$ cat config.mk
export PLATFORM = sky130hd
export DESIGN_NAME = instruction_scheduler_flat
export DESIGN_NICKNAME = d
export VERILOG_FILES = /design/src/rtl/sched_pkg.sv /design/src/rtl/instruction_scheduler_if.sv /design/src/rtl/reg_scoreboard.sv /design/src/rtl/instruction_scheduler.sv /design/src/flat_wrapper.sv
export SDC_FILE = /design/constraint.sdc
export NUM_CORES = 1
export LEC_CHECK = 0
export ABC_AREA = 1
export BUFFER_PORTS_ARGS = -buffer_cell sky130_fd_sc_hd__buf_2
export CORE_AREA = 10 10 61 112
export CTS_BUF_LIST = sky130_fd_sc_hd__clkbuf_4 sky130_fd_sc_hd__clkbuf_8
export DETAILED_ROUTE_END_ITERATION = 10
export DIE_AREA = 0 0 71 122
export PLACE_DENSITY_LB_ADDON = 0.2
export SETUP_SLACK_MARGIN = 0.4
export SYNTH_ARGS = -nofsm -noshare
export SYNTH_HDL_FRONTEND = slang
export SYNTH_SLANG_ARGS = --single-unit
$ cat constraint.sdc
create_clock -name clk -period 3.8 [get_ports clk]
set_clock_uncertainty 0.2 [all_clocks]
set_input_delay 0.38 -clock clk [delete_from_list [all_inputs] [get_ports clk]]
set_output_delay 0.38 -clock clk [all_outputs]
set_load 0.01 [all_outputs]
$ cat src/rtl/sched_pkg.sv
// Shared types and sizes for the instruction scheduler.
package sched_pkg;

   localparam int unsigned REG_COUNT  = 16;
   localparam int unsigned REG_ADDR_W = 4;
   localparam int unsigned BLK_W      = 3;

   typedef enum logic [1:0] {IDLE, WAIT, ISSUE} sched_state_t;

   typedef struct packed {
      logic [BLK_W-1:0]      blk;
      logic [REG_ADDR_W-1:0] dest;
      logic [REG_ADDR_W-1:0] src1;
      logic [REG_ADDR_W-1:0] src2;
   } sched_instr_t;

endpackage

$ cat src/rtl/instruction_scheduler_if.sv
// Decoder, result-path and functional-block signals of the scheduler.
interface instruction_scheduler_if
   import sched_pkg::*;
#(
   parameter int unsigned NUM_BLOCKS = 6
) ();

   logic                  instr_valid;
   logic                  instr_ready;
   logic [BLK_W-1:0]      instr_block;
   logic [REG_ADDR_W-1:0] instr_dest;
   logic [REG_ADDR_W-1:0] instr_src1;
   logic [REG_ADDR_W-1:0] instr_src2;
   logic [REG_COUNT-1:0]  dependency_remove;
   logic [NUM_BLOCKS-1:0] block_ready;
   logic [NUM_BLOCKS-1:0] issue_enable;
   logic [REG_ADDR_W-1:0] issue_dest;
   logic [REG_ADDR_W-1:0] issue_src1;
   logic [REG_ADDR_W-1:0] issue_src2;
   logic [REG_COUNT-1:0]  busy_regs;
   logic                  illegal_instr;

   // Environment side: decoder, result path and functional blocks.
   modport master (
      output instr_valid, instr_block, instr_dest, instr_src1, instr_src2,
      output dependency_remove, block_ready,
      input  instr_ready, issue_enable, issue_dest, issue_src1, issue_src2,
      input  busy_regs, illegal_instr
   );

   // Scheduler side.
   modport slave (
      input  instr_valid, instr_block, instr_dest, instr_src1, instr_src2,
      input  dependency_remove, block_ready,
      output instr_ready, issue_enable, issue_dest, issue_src1, issue_src2,
      output busy_regs, illegal_instr
   );

endinterface

$ cat src/rtl/reg_scoreboard.sv
// 16-entry busy-register scoreboard; a set wins over a same-cycle clear.
module reg_scoreboard
   import sched_pkg::*;
(
   input  logic                  clk,
   input  logic                  n_rst,
   input  logic                  set_en,
   input  logic [REG_ADDR_W-1:0] set_addr,
   input  logic [REG_COUNT-1:0]  clear,
   output logic [REG_COUNT-1:0]  busy
);

   logic [REG_COUNT-1:0] set_mask;
   logic [REG_COUNT-1:0] busy_d;

   // Next scoreboard: apply clears first, then the issue's set.
   always_comb begin
      set_mask = '0;
      if (set_en) begin
         set_mask[set_addr] = 1'b1;
      end
      busy_d = (busy & ~clear) | set_mask;
   end

   // Scoreboard register.
   always_ff @(posedge clk or negedge n_rst) begin
      if (!n_rst) begin
         busy <= '0;
      end else begin
         busy <= busy_d;
      end
   end

endmodule

$ cat src/rtl/instruction_scheduler.sv
// Single-instruction scheduler: holds one decoded instruction, waits for
// RAW/WAW hazards and the target block, then issues a one-cycle strobe.
module instruction_scheduler
   import sched_pkg::*;
#(
   parameter int unsigned NUM_BLOCKS = 6
) (
   input  logic                     clk,
   input  logic                     n_rst,
   instruction_scheduler_if.slave   bus
);

   sched_state_t          state_q, state_d;
   sched_instr_t          instr_q, instr_d;
   logic [NUM_BLOCKS-1:0] issue_enable_q, issue_enable_d;
   logic [REG_ADDR_W-1:0] issue_dest_q, issue_dest_d;
   logic [REG_ADDR_W-1:0] issue_src1_q, issue_src1_d;
   logic [REG_ADDR_W-1:0] issue_src2_q, issue_src2_d;
   logic                  illegal_q, illegal_d;
   logic                  set_en;
   logic [REG_COUNT-1:0]  busy;
   logic [REG_COUNT-1:0]  eff_busy;
   logic [7:0]            ready_ext;
   logic [7:0]            blk_onehot;
   logic                  blk_legal;
   logic                  can_issue;

   reg_scoreboard u_scoreboard (
      .clk      (clk),
      .n_rst    (n_rst),
      .set_en   (set_en),
      .set_addr (instr_q.dest),
      .clear    (bus.dependency_remove),
      .busy     (busy)
   );

   // Hazard check; same-cycle clears bypass the scoreboard register.
   always_comb begin
      eff_busy   = busy & ~bus.dependency_remove;
      ready_ext  = 8'(bus.block_ready);
      blk_onehot = 8'(1) << instr_q.blk;
      blk_legal  = 32'(bus.instr_block) < NUM_BLOCKS;
      can_issue  = !eff_busy[instr_q.src1] && !eff_busy[instr_q.src2] &&
                   !eff_busy[instr_q.dest] && ready_ext[instr_q.blk];
   end

   // FSM state register.
   always_ff @(posedge clk or negedge n_rst) begin
      if (!n_rst) begin
         state_q <= IDLE;
      end else begin
         state_q <= state_d;
      end
   end

   // FSM next-state logic.
   always_comb begin
      state_d = state_q;
      unique case (state_q)
         IDLE:    if (bus.instr_valid && blk_legal) state_d = WAIT;
         WAIT:    if (can_issue) state_d = ISSUE;
         ISSUE:   state_d = IDLE;
         default: state_d = IDLE;
      endcase
   end

   // FSM outputs: capture, illegal flag, issue strobe and scoreboard set.
   always_comb begin
      instr_d        = instr_q;
      illegal_d      = 1'b0;
      issue_enable_d = '0;
      issue_dest_d   = issue_dest_q;
      issue_src1_d   = issue_src1_q;
      issue_src2_d   = issue_src2_q;
      set_en         = 1'b0;
      unique case (state_q)
         IDLE: begin
            if (bus.instr_valid) begin
               instr_d   = '{blk: bus.instr_block, dest: bus.instr_dest,
                             src1: bus.instr_src1, src2: bus.instr_src2};
               illegal_d = !blk_legal;
            end
         end
         WAIT: begin
            if (can_issue) begin
               set_en         = 1'b1;
               issue_enable_d = blk_onehot[NUM_BLOCKS-1:0];
               issue_dest_d   = instr_q.dest;
               issue_src1_d   = instr_q.src1;
               issue_src2_d   = instr_q.src2;
            end
         end
         default: ;
      endcase
   end

   // Held instruction and registered issue outputs.
   always_ff @(posedge clk or negedge n_rst) begin
      if (!n_rst) begin
         instr_q        <= '0;
         illegal_q      <= 1'b0;
         issue_enable_q <= '0;
         issue_dest_q   <= '0;
         issue_src1_q   <= '0;
         issue_src2_q   <= '0;
      end else begin
         instr_q        <= instr_d;
         illegal_q      <= illegal_d;
         issue_enable_q <= issue_enable_d;
         issue_dest_q   <= issue_dest_d;
         issue_src1_q   <= issue_src1_d;
         issue_src2_q   <= issue_src2_d;
      end
   end

   assign bus.instr_ready   = (state_q == IDLE);
   assign bus.issue_enable  = issue_enable_q;
   assign bus.issue_dest    = issue_dest_q;
   assign bus.issue_src1    = issue_src1_q;
   assign bus.issue_src2    = issue_src2_q;
   assign bus.busy_regs     = busy;
   assign bus.illegal_instr = illegal_q;

endmodule

$ cat src/flat_wrapper.sv
// flat-port wrapper written by rule: the top's interface ports become plain ports
module instruction_scheduler_flat import sched_pkg::*;
#(
   parameter int unsigned NUM_BLOCKS = 6
)
  (clk, n_rst, bus_instr_valid, bus_instr_block, bus_instr_dest, bus_instr_src1, bus_instr_src2, bus_dependency_remove, bus_block_ready, bus_instr_ready, bus_issue_enable, bus_issue_dest, bus_issue_src1, bus_issue_src2, bus_busy_regs, bus_illegal_instr);
  instruction_scheduler_if #(.NUM_BLOCKS(NUM_BLOCKS)) bus_i ();
  input  logic clk;
  input  logic n_rst;
  input wire logic [$bits(bus_i.instr_valid)-1:0] bus_instr_valid;
  input wire logic [$bits(bus_i.instr_block)-1:0] bus_instr_block;
  input wire logic [$bits(bus_i.instr_dest)-1:0] bus_instr_dest;
  input wire logic [$bits(bus_i.instr_src1)-1:0] bus_instr_src1;
  input wire logic [$bits(bus_i.instr_src2)-1:0] bus_instr_src2;
  input wire logic [$bits(bus_i.dependency_remove)-1:0] bus_dependency_remove;
  input wire logic [$bits(bus_i.block_ready)-1:0] bus_block_ready;
  output wire logic [$bits(bus_i.instr_ready)-1:0] bus_instr_ready;
  output wire logic [$bits(bus_i.issue_enable)-1:0] bus_issue_enable;
  output wire logic [$bits(bus_i.issue_dest)-1:0] bus_issue_dest;
  output wire logic [$bits(bus_i.issue_src1)-1:0] bus_issue_src1;
  output wire logic [$bits(bus_i.issue_src2)-1:0] bus_issue_src2;
  output wire logic [$bits(bus_i.busy_regs)-1:0] bus_busy_regs;
  output wire logic [$bits(bus_i.illegal_instr)-1:0] bus_illegal_instr;
  assign bus_i.instr_valid = bus_instr_valid;
  assign bus_i.instr_block = bus_instr_block;
  assign bus_i.instr_dest = bus_instr_dest;
  assign bus_i.instr_src1 = bus_instr_src1;
  assign bus_i.instr_src2 = bus_instr_src2;
  assign bus_i.dependency_remove = bus_dependency_remove;
  assign bus_i.block_ready = bus_block_ready;
  assign bus_instr_ready = bus_i.instr_ready;
  assign bus_issue_enable = bus_i.issue_enable;
  assign bus_issue_dest = bus_i.issue_dest;
  assign bus_issue_src1 = bus_i.issue_src1;
  assign bus_issue_src2 = bus_i.issue_src2;
  assign bus_busy_regs = bus_i.busy_regs;
  assign bus_illegal_instr = bus_i.illegal_instr;
  instruction_scheduler #(.NUM_BLOCKS(NUM_BLOCKS)) u_core (.clk(clk), .n_rst(n_rst), .bus(bus_i));
endmodule
### Yosys cells after proc, flatten, opt, wreduce, memory -nomap -nowiden

Cells that the tools add are included.
W data, S select, Z words.

* bits of input ports: 40
* logic and storage cells: 57
* output and inout bits: 36
* bits in registers: 52

* bitwise gates (word level): 3
* shift-type cells: 1
* muxes and demuxes: 20
* reduce and logical (&&, ||, !) cells: 13
* equality and inequality tests: 3
* $lt $le $gt $ge: 6

Operator list (count)
* $and A16 B16 Y16: 1
* $mux W16: 1
* $not A16 Y16: 1
* $or A16 B16 Y16: 1
* $lt A4 B5 Y1 const B: 3
* $bmux W1 S4: 3
* $mux W6: 2
* $mux W1: 9
* $reduce_and A2 Y1: 3
* $shl A1 B3 Y6 const A: 1
* $logic_and A1 B1 Y1: 5
* $demux W1 S4: 1
* $ge A4 B1 Y1 const B: 1
* $logic_not A1 Y1: 4
* $lt A3 B4 Y1 const B: 1
* $mux W2: 2
* $ne A2 B1 Y1 const B: 2
* $pmux W2 S2: 1
* $bmux W1 S3: 1
* $lt A3 B3 Y1 const B: 1
* $eq A2 B1 Y1 const B: 1
* $logic_not A2 Y1: 1

### Depth between registers and ports, before layout

* depth after elaboration: 12
* depth in mapped cells: 15
* mapped depth without buffers: 13

### Hierarchy

From an unflattened synthesis, not the netlist that was laid out.

* cells, all modules: 389
* area, all modules: 2857.7 um^2

By module, submodules not included
* instruction_scheduler: times used 1, area an instance 2130.8 um^2, cells each 294, sequential area each 900.9 um^2
* reg_scoreboard: times used 1, area an instance 726.9 um^2, cells each 95, sequential area each 400.4 um^2

### Worst setup path before layout

No wires, ideal clock.

* path kind: reg2reg
* start: reg u_core.instr_q[8] in the netlist's numbering
* end: reg u_core.issue_src2_q[0] (netlist: u_core.bus.issue_src2[0])
* setup time: 0.117 ns
* slack: 1.999 ns
* data required time: 3.483 ns
* period minus slack after synthesis: 1.801 ns
* cell stages (with the launch flop): 15
* path buffers: 2
* arrival time: 1.484 ns
* cells stage by stage: dfrtp_1 buf_4 nand2_2 nor2_1 nor2_1 nand2_1 nand2_1 nand2_1 clkinv_1 nand2_1 nor2_4 nand3_4 buf_6 nand2_1 nand2_1

* cells in the longest elaborated chain, start to end: 6

RTL lines
* start: declaration: line instruction_scheduler.sv:14 `sched_instr_t instr_q, instr_d;`
* start signal: assignment: line instruction_scheduler.sv:107 `instr_q <= instr_d;`
* $bmux W1 S4: line instruction_scheduler.sv:44 `!eff_busy[instr_q.dest] && ready_ext[instr_q.blk];`
* $mux W1 (not written as such): line instruction_scheduler.sv:44
* $logic_not A1 Y1: line instruction_scheduler.sv:44
* $logic_and A1 B1 Y1: line instruction_scheduler.sv:43 `can_issue = !eff_busy[instr_q.src1] && !eff_busy[instr_q.src2] &&`
* $logic_and A1 B1 Y1: line instruction_scheduler.sv:44
* $reduce_and A2 Y1 (no line)
* end signal: assignment: line instruction_scheduler.sv:112 `issue_src2_q <= issue_src2_d;`
* end: declaration: line instruction_scheduler.sv:18 `logic [REG_ADDR_W-1:0] issue_src2_q, issue_src2_d;`

Every way passes these cells. The select of a mux whose other input is x is not followed.
A chain may end at the register's enable or synchronous reset.

### Final worst setup path

* start: reg u_core.instr_q[9] in the netlist's numbering
* end: reg u_core.issue_src1_q[0] (netlist: u_core.bus.issue_src1[0])

* cells in the longest elaborated chain, start to end: 6

RTL lines
* $bmux W1 S4: line instruction_scheduler.sv:44
* $mux W1 (not written as such): line instruction_scheduler.sv:44
* $logic_not A1 Y1: line instruction_scheduler.sv:44
* $logic_and A1 B1 Y1: line instruction_scheduler.sv:43
* $logic_and A1 B1 Y1: line instruction_scheduler.sv:44
* $reduce_and A2 Y1 (no line)
* end signal: assignment: line instruction_scheduler.sv:111 `issue_src1_q <= issue_src1_d;`
* end: declaration: line instruction_scheduler.sv:17 `logic [REG_ADDR_W-1:0] issue_src1_q, issue_src1_d;`

Every way passes these cells. The select of a mux whose other input is x is not followed.

==> flow_summary.ini <==
[route]
antenna_violating_nets_post_route = 0
detail_route.drc_violations = 0
drt_pass1_iterations = 4
avgViaCountPerCell = 5.382
vias = 2831
detail_route.iter0.violations = 281
totalWireLength_um = 8616
detail_route.wl_per_cell_um = 16.38

[placement]
place_congestion = 1.004
preCtsSetupSlack_ps = 1154
placement.io_buffers = 75
placedInstanceArea_um2 = 3211
hpwl_after_detailed_placement_um = 6708

[grt]
use_met1_pct = 18.11
global_route_wire_length_before_repair_um = 13590
grt_use_met3_pct = 4.394
track_usage_pct = 19.45
grt.busiest_layer = met2
number_of_antenna_violations_at_the_first_check_in_global_routing = 0
grt_pass1_vias = 2877
gr-total-overflow = 0
grt_start_max_net_pins = 53
grt.met2_usage_pct = 37.92

[timing]
rsz_0062_raised_after_global_routing = no
max_slew.worst_pin.slew_ps = 1153
setup-violations-final = 0
post-route-worst-setup-slack_ps = 1097
fin_hold_ws_ps = 68.82
slew_headroom_pct = 23.13
fin_tns_setup_ps = 0
min_period_over_period_pct = 71.12
hold_violations = 0
max_clock_freq_mhz = 370.0
post-route-min-period_ps = 2703
final-max-slew-violation-count = 0

[setup_path]
type_of_the_worst_setup_path = register to register
worstPathCellList = inv_2, nand2_2, nor2_1, nor2_1, nand2_1, nand2_1, nand2_1, clkinv_1, nand2_1, nor2_4, nand3_4, nand2_1, nand2_1
reg2reg_slack_ps = 1100
cp_data_arrival_time_ps = 2710
path_buf_inv = 2
timing.critical_path.slowest_stage_cell = sky130_fd_sc_hd__dfrtp_1
cp-end-kind = register
gate_family_responsible_for_the_most_delay_along_the_worst_path = simple AND/OR/NAND/NOR gates
worst_path_most_repeated_cell = sky130_fd_sc_hd__nand2_1
critical_path.max_stage_delay_ps = 590
setup.worst_path.start_class = register
worst_r2r_path_depth = 13
worstReg2RegStart = u_core.instr_q[9]$_DFFE_PN0P_
reg2reg_to = u_core.bus.issue_src1[0]$_DFFE_PN0P_
worst_setup_path_startpoint = u_core.instr_q[9]$_DFFE_PN0P_
worst_setup_path_endpoint = u_core.bus.issue_src1[0]$_DFFE_PN0P_
crit_path_max_fanout = 22
cp_num_cells = 13
worst_path_required_ps = 3810

[cts]
cts_tree = built
cts-hold-fix-buffers = 0
cts.repair_timing.setup_buffer_count = 0
cts.path.max_buffers = 2
insertion_delay_ps = 310
cts_inserted_buffers = 5
clkSlewWorstSetupHoldPaths_ps = 90
ctsHtreeMaxLevel = 2
root_buffer = sky130_fd_sc_hd__clkbuf_8
cts.repair.resized = 0
clock_sinks = 52

[layout]
nNetsFinal = 507
final_design_area_no_fill_um2 = 3337
final_layout_size_suffix_gt1_share_pct = 21.79
area.growth.synth_to_final_pct = 17.54
num_antenna_cells = 0

[logic_synthesis]
ys_seq_elements = 52
post_synth_inst_count = 399
post_synth_num_cell_types = 21
synthesis.nets = 439
synth_warnings = 0
post_syn_area_per_cell_um2 = 7.115
yosysSeqAreaShare_pct = 45.84
synthesis.area_um2 = 2839

[power]
pwr_density_cell_nw_per_um2 = 791.0
seq_power_share_pct = 34.9
power.net_switching_mw = 1.304
switching_share_pct = 49.41
p_int_mw = 1.335
ir_worst_vdd_mv = 0.5402
pwr-share-clk_pct = 15.9
report.power.total_mw = 2.640
combinational_power_share_pct = 49.2
power.leakage_nw = 2.024

[run_status]
outcome = finished clean

[floorplanning]
chipHeight_um = 122
die_width_um = 71
initial_core_util_pct = 55.75
coreArea_um2 = 5092
design.die.area_um2 = 8662
top_level_ports = 76
std_cell_rows = 37

[worst_hold_path]
hold_path.class = input port to register

[flow_run]
cap_violations = 0
-- worst reg2reg max path, cell delays in order, from the launching register on --
cell	delay, ps
sky130_fd_sc_hd__dfrtp_1	590
sky130_fd_sc_hd__inv_2	110
sky130_fd_sc_hd__nand2_2	160
sky130_fd_sc_hd__nor2_1	60
sky130_fd_sc_hd__nor2_1	180
sky130_fd_sc_hd__nand2_1	80
sky130_fd_sc_hd__nand2_1	60
sky130_fd_sc_hd__nand2_1	50
sky130_fd_sc_hd__clkinv_1	50
sky130_fd_sc_hd__nand2_1	70
sky130_fd_sc_hd__nor2_4	470
sky130_fd_sc_hd__nand3_4	320
sky130_fd_sc_hd__nand2_1	140
sky130_fd_sc_hd__nand2_1	60
-- synthesized netlist by cell type --
master | n | area (um^2)
sky130_fd_sc_hd__nand3b_1 | 1 | 7.510
sky130_fd_sc_hd__buf_6 | 2 | 22.52
sky130_fd_sc_hd__nor2_4 | 2 | 22.52
sky130_fd_sc_hd__clkinv_1 | 3 | 11.26
sky130_fd_sc_hd__nand3_4 | 1 | 17.52
sky130_fd_sc_hd__nand2_4 | 1 | 11.26
sky130_fd_sc_hd__nand3_1 | 34 | 170.2
sky130_fd_sc_hd__nand2_1 | 144 | 540.5
sky130_fd_sc_hd__nand4_1 | 31 | 193.9
sky130_fd_sc_hd__nor2_1 | 41 | 153.9
sky130_fd_sc_hd__clkbuf_1 | 5 | 18.77
sky130_fd_sc_hd__buf_4 | 3 | 22.52
sky130_fd_sc_hd__inv_1 | 44 | 165.2
sky130_fd_sc_hd__nand2_2 | 3 | 18.77
sky130_fd_sc_hd__dfrtp_1 | 52 | 1301
sky130_fd_sc_hd__buf_2 | 6 | 30.03
sky130_fd_sc_hd__inv_4 | 1 | 6.260
sky130_fd_sc_hd__inv_2 | 4 | 15.01
sky130_fd_sc_hd__nor2_2 | 4 | 25.02
sky130_fd_sc_hd__a21oi_1 | 2 | 10.01
sky130_fd_sc_hd__o21ai_0 | 15 | 75.07
-- cell usage in the layout (no fill, tap or decap) --
cell type,n
sky130_fd_sc_hd__nand3b_1,1
sky130_fd_sc_hd__dfrtp_1,52
sky130_fd_sc_hd__buf_2,75
sky130_fd_sc_hd__nand2_2,3
sky130_fd_sc_hd__bufinv_16,1
sky130_fd_sc_hd__a21oi_1,2
sky130_fd_sc_hd__clkinv_1,3
sky130_fd_sc_hd__clkbuf_8,7
sky130_fd_sc_hd__nand4_1,31
sky130_fd_sc_hd__nor2_4,2
sky130_fd_sc_hd__nand3_1,34
sky130_fd_sc_hd__nor2_2,5
sky130_fd_sc_hd__o21ai_0,15
sky130_fd_sc_hd__nand2_4,1
sky130_fd_sc_hd__buf_4,2
sky130_fd_sc_hd__inv_4,1
sky130_fd_sc_hd__inv_2,4
sky130_fd_sc_hd__nor2_1,40
sky130_fd_sc_hd__nand2_1,144
sky130_fd_sc_hd__inv_1,44
sky130_fd_sc_hd__nand3_4,1
-- kinds of logic after synthesis --
logic type	synth area share, %
and+or+nand+nor	40.90
buffers and inverters	10.27
DFF	45.84
AOI/OAI and AO/OA	2.997
-- layout make-up --
class / count / area [um^2]
sequential: 52 / 1301
timing repair buffer: 77 / 390.4
multi-input combinational: 279 / 1249
clock inverter: 1 / 30.03
tap: 58 / 72.57
fill: 488 / 1755
inverter: 52 / 197.7
clock buffer: 7 / 96.34
-- metrics by stage --
stage | instances | utilization [%]
floorplan | 399 | -
global placement | 518 | 63.05
detailed placement | 518 | 63.05
CTS | 526 | 65.53
global route | 526 | 65.53
finish | 526 | 65.53
-- flip-flops by register name, indices dropped and copies added (netlist names) --
signal,count
u_core.bus.issue_src1,4
u_core.instr_q,15
u_core.state_q,2
u_core.bus.issue_enable,6
u_core.bus.illegal_instr,1
u_core.bus.issue_dest,4
u_core.u_scoreboard.busy,16
u_core.bus.issue_src2,4
-- routing by layer --
| metal | vias to the layer above | share of wire [%] |
|---|---|---|
| met2 | 91 | 57 |
| met3 | 21 | 4.8 |
| met4 | 0 | 3.7 |
| li1 | 1388 | - |
| met1 | 1331 | 35 |
| met5 | - | 0 |
-- power by group through the flow --
stage          combinational, mW  clock [mW]  sequential (mW)
3_5_place_dp                1.29           0            0.923
4_1_cts                     1.29       0.424            0.914
3_3_place_gp                1.26           0            0.915
6_report                    1.30       0.420            0.921
5_1_grt                     1.44       0.440            0.941
2_1_floorplan               1.01           0            0.869
-- worst min path at each step --
stage	startpoint	endpoint	cells past startpoint
final	bus_instr_src2[1]	u_core.instr_q[1]$_DFFE_PN0P_	3
after global routing	bus_instr_src1[3]	u_core.instr_q[7]$_DFFE_PN0P_	3
after CTS	bus_instr_src2[1]	u_core.instr_q[1]$_DFFE_PN0P_	3
after detailed placement	u_core.bus.issue_dest[1]$_DFFE_PN0P_	u_core.bus.issue_dest[1]$_DFFE_PN0P_	2
after global placement	u_core.bus.issue_dest[2]$_DFFE_PN0P_	u_core.bus.issue_dest[2]$_DFFE_PN0P_	2
after floorplan	n_rst	u_core.bus.illegal_instr$_DFF_PN0_	0
Note: power is estimated with default switching activity, not from simulation.
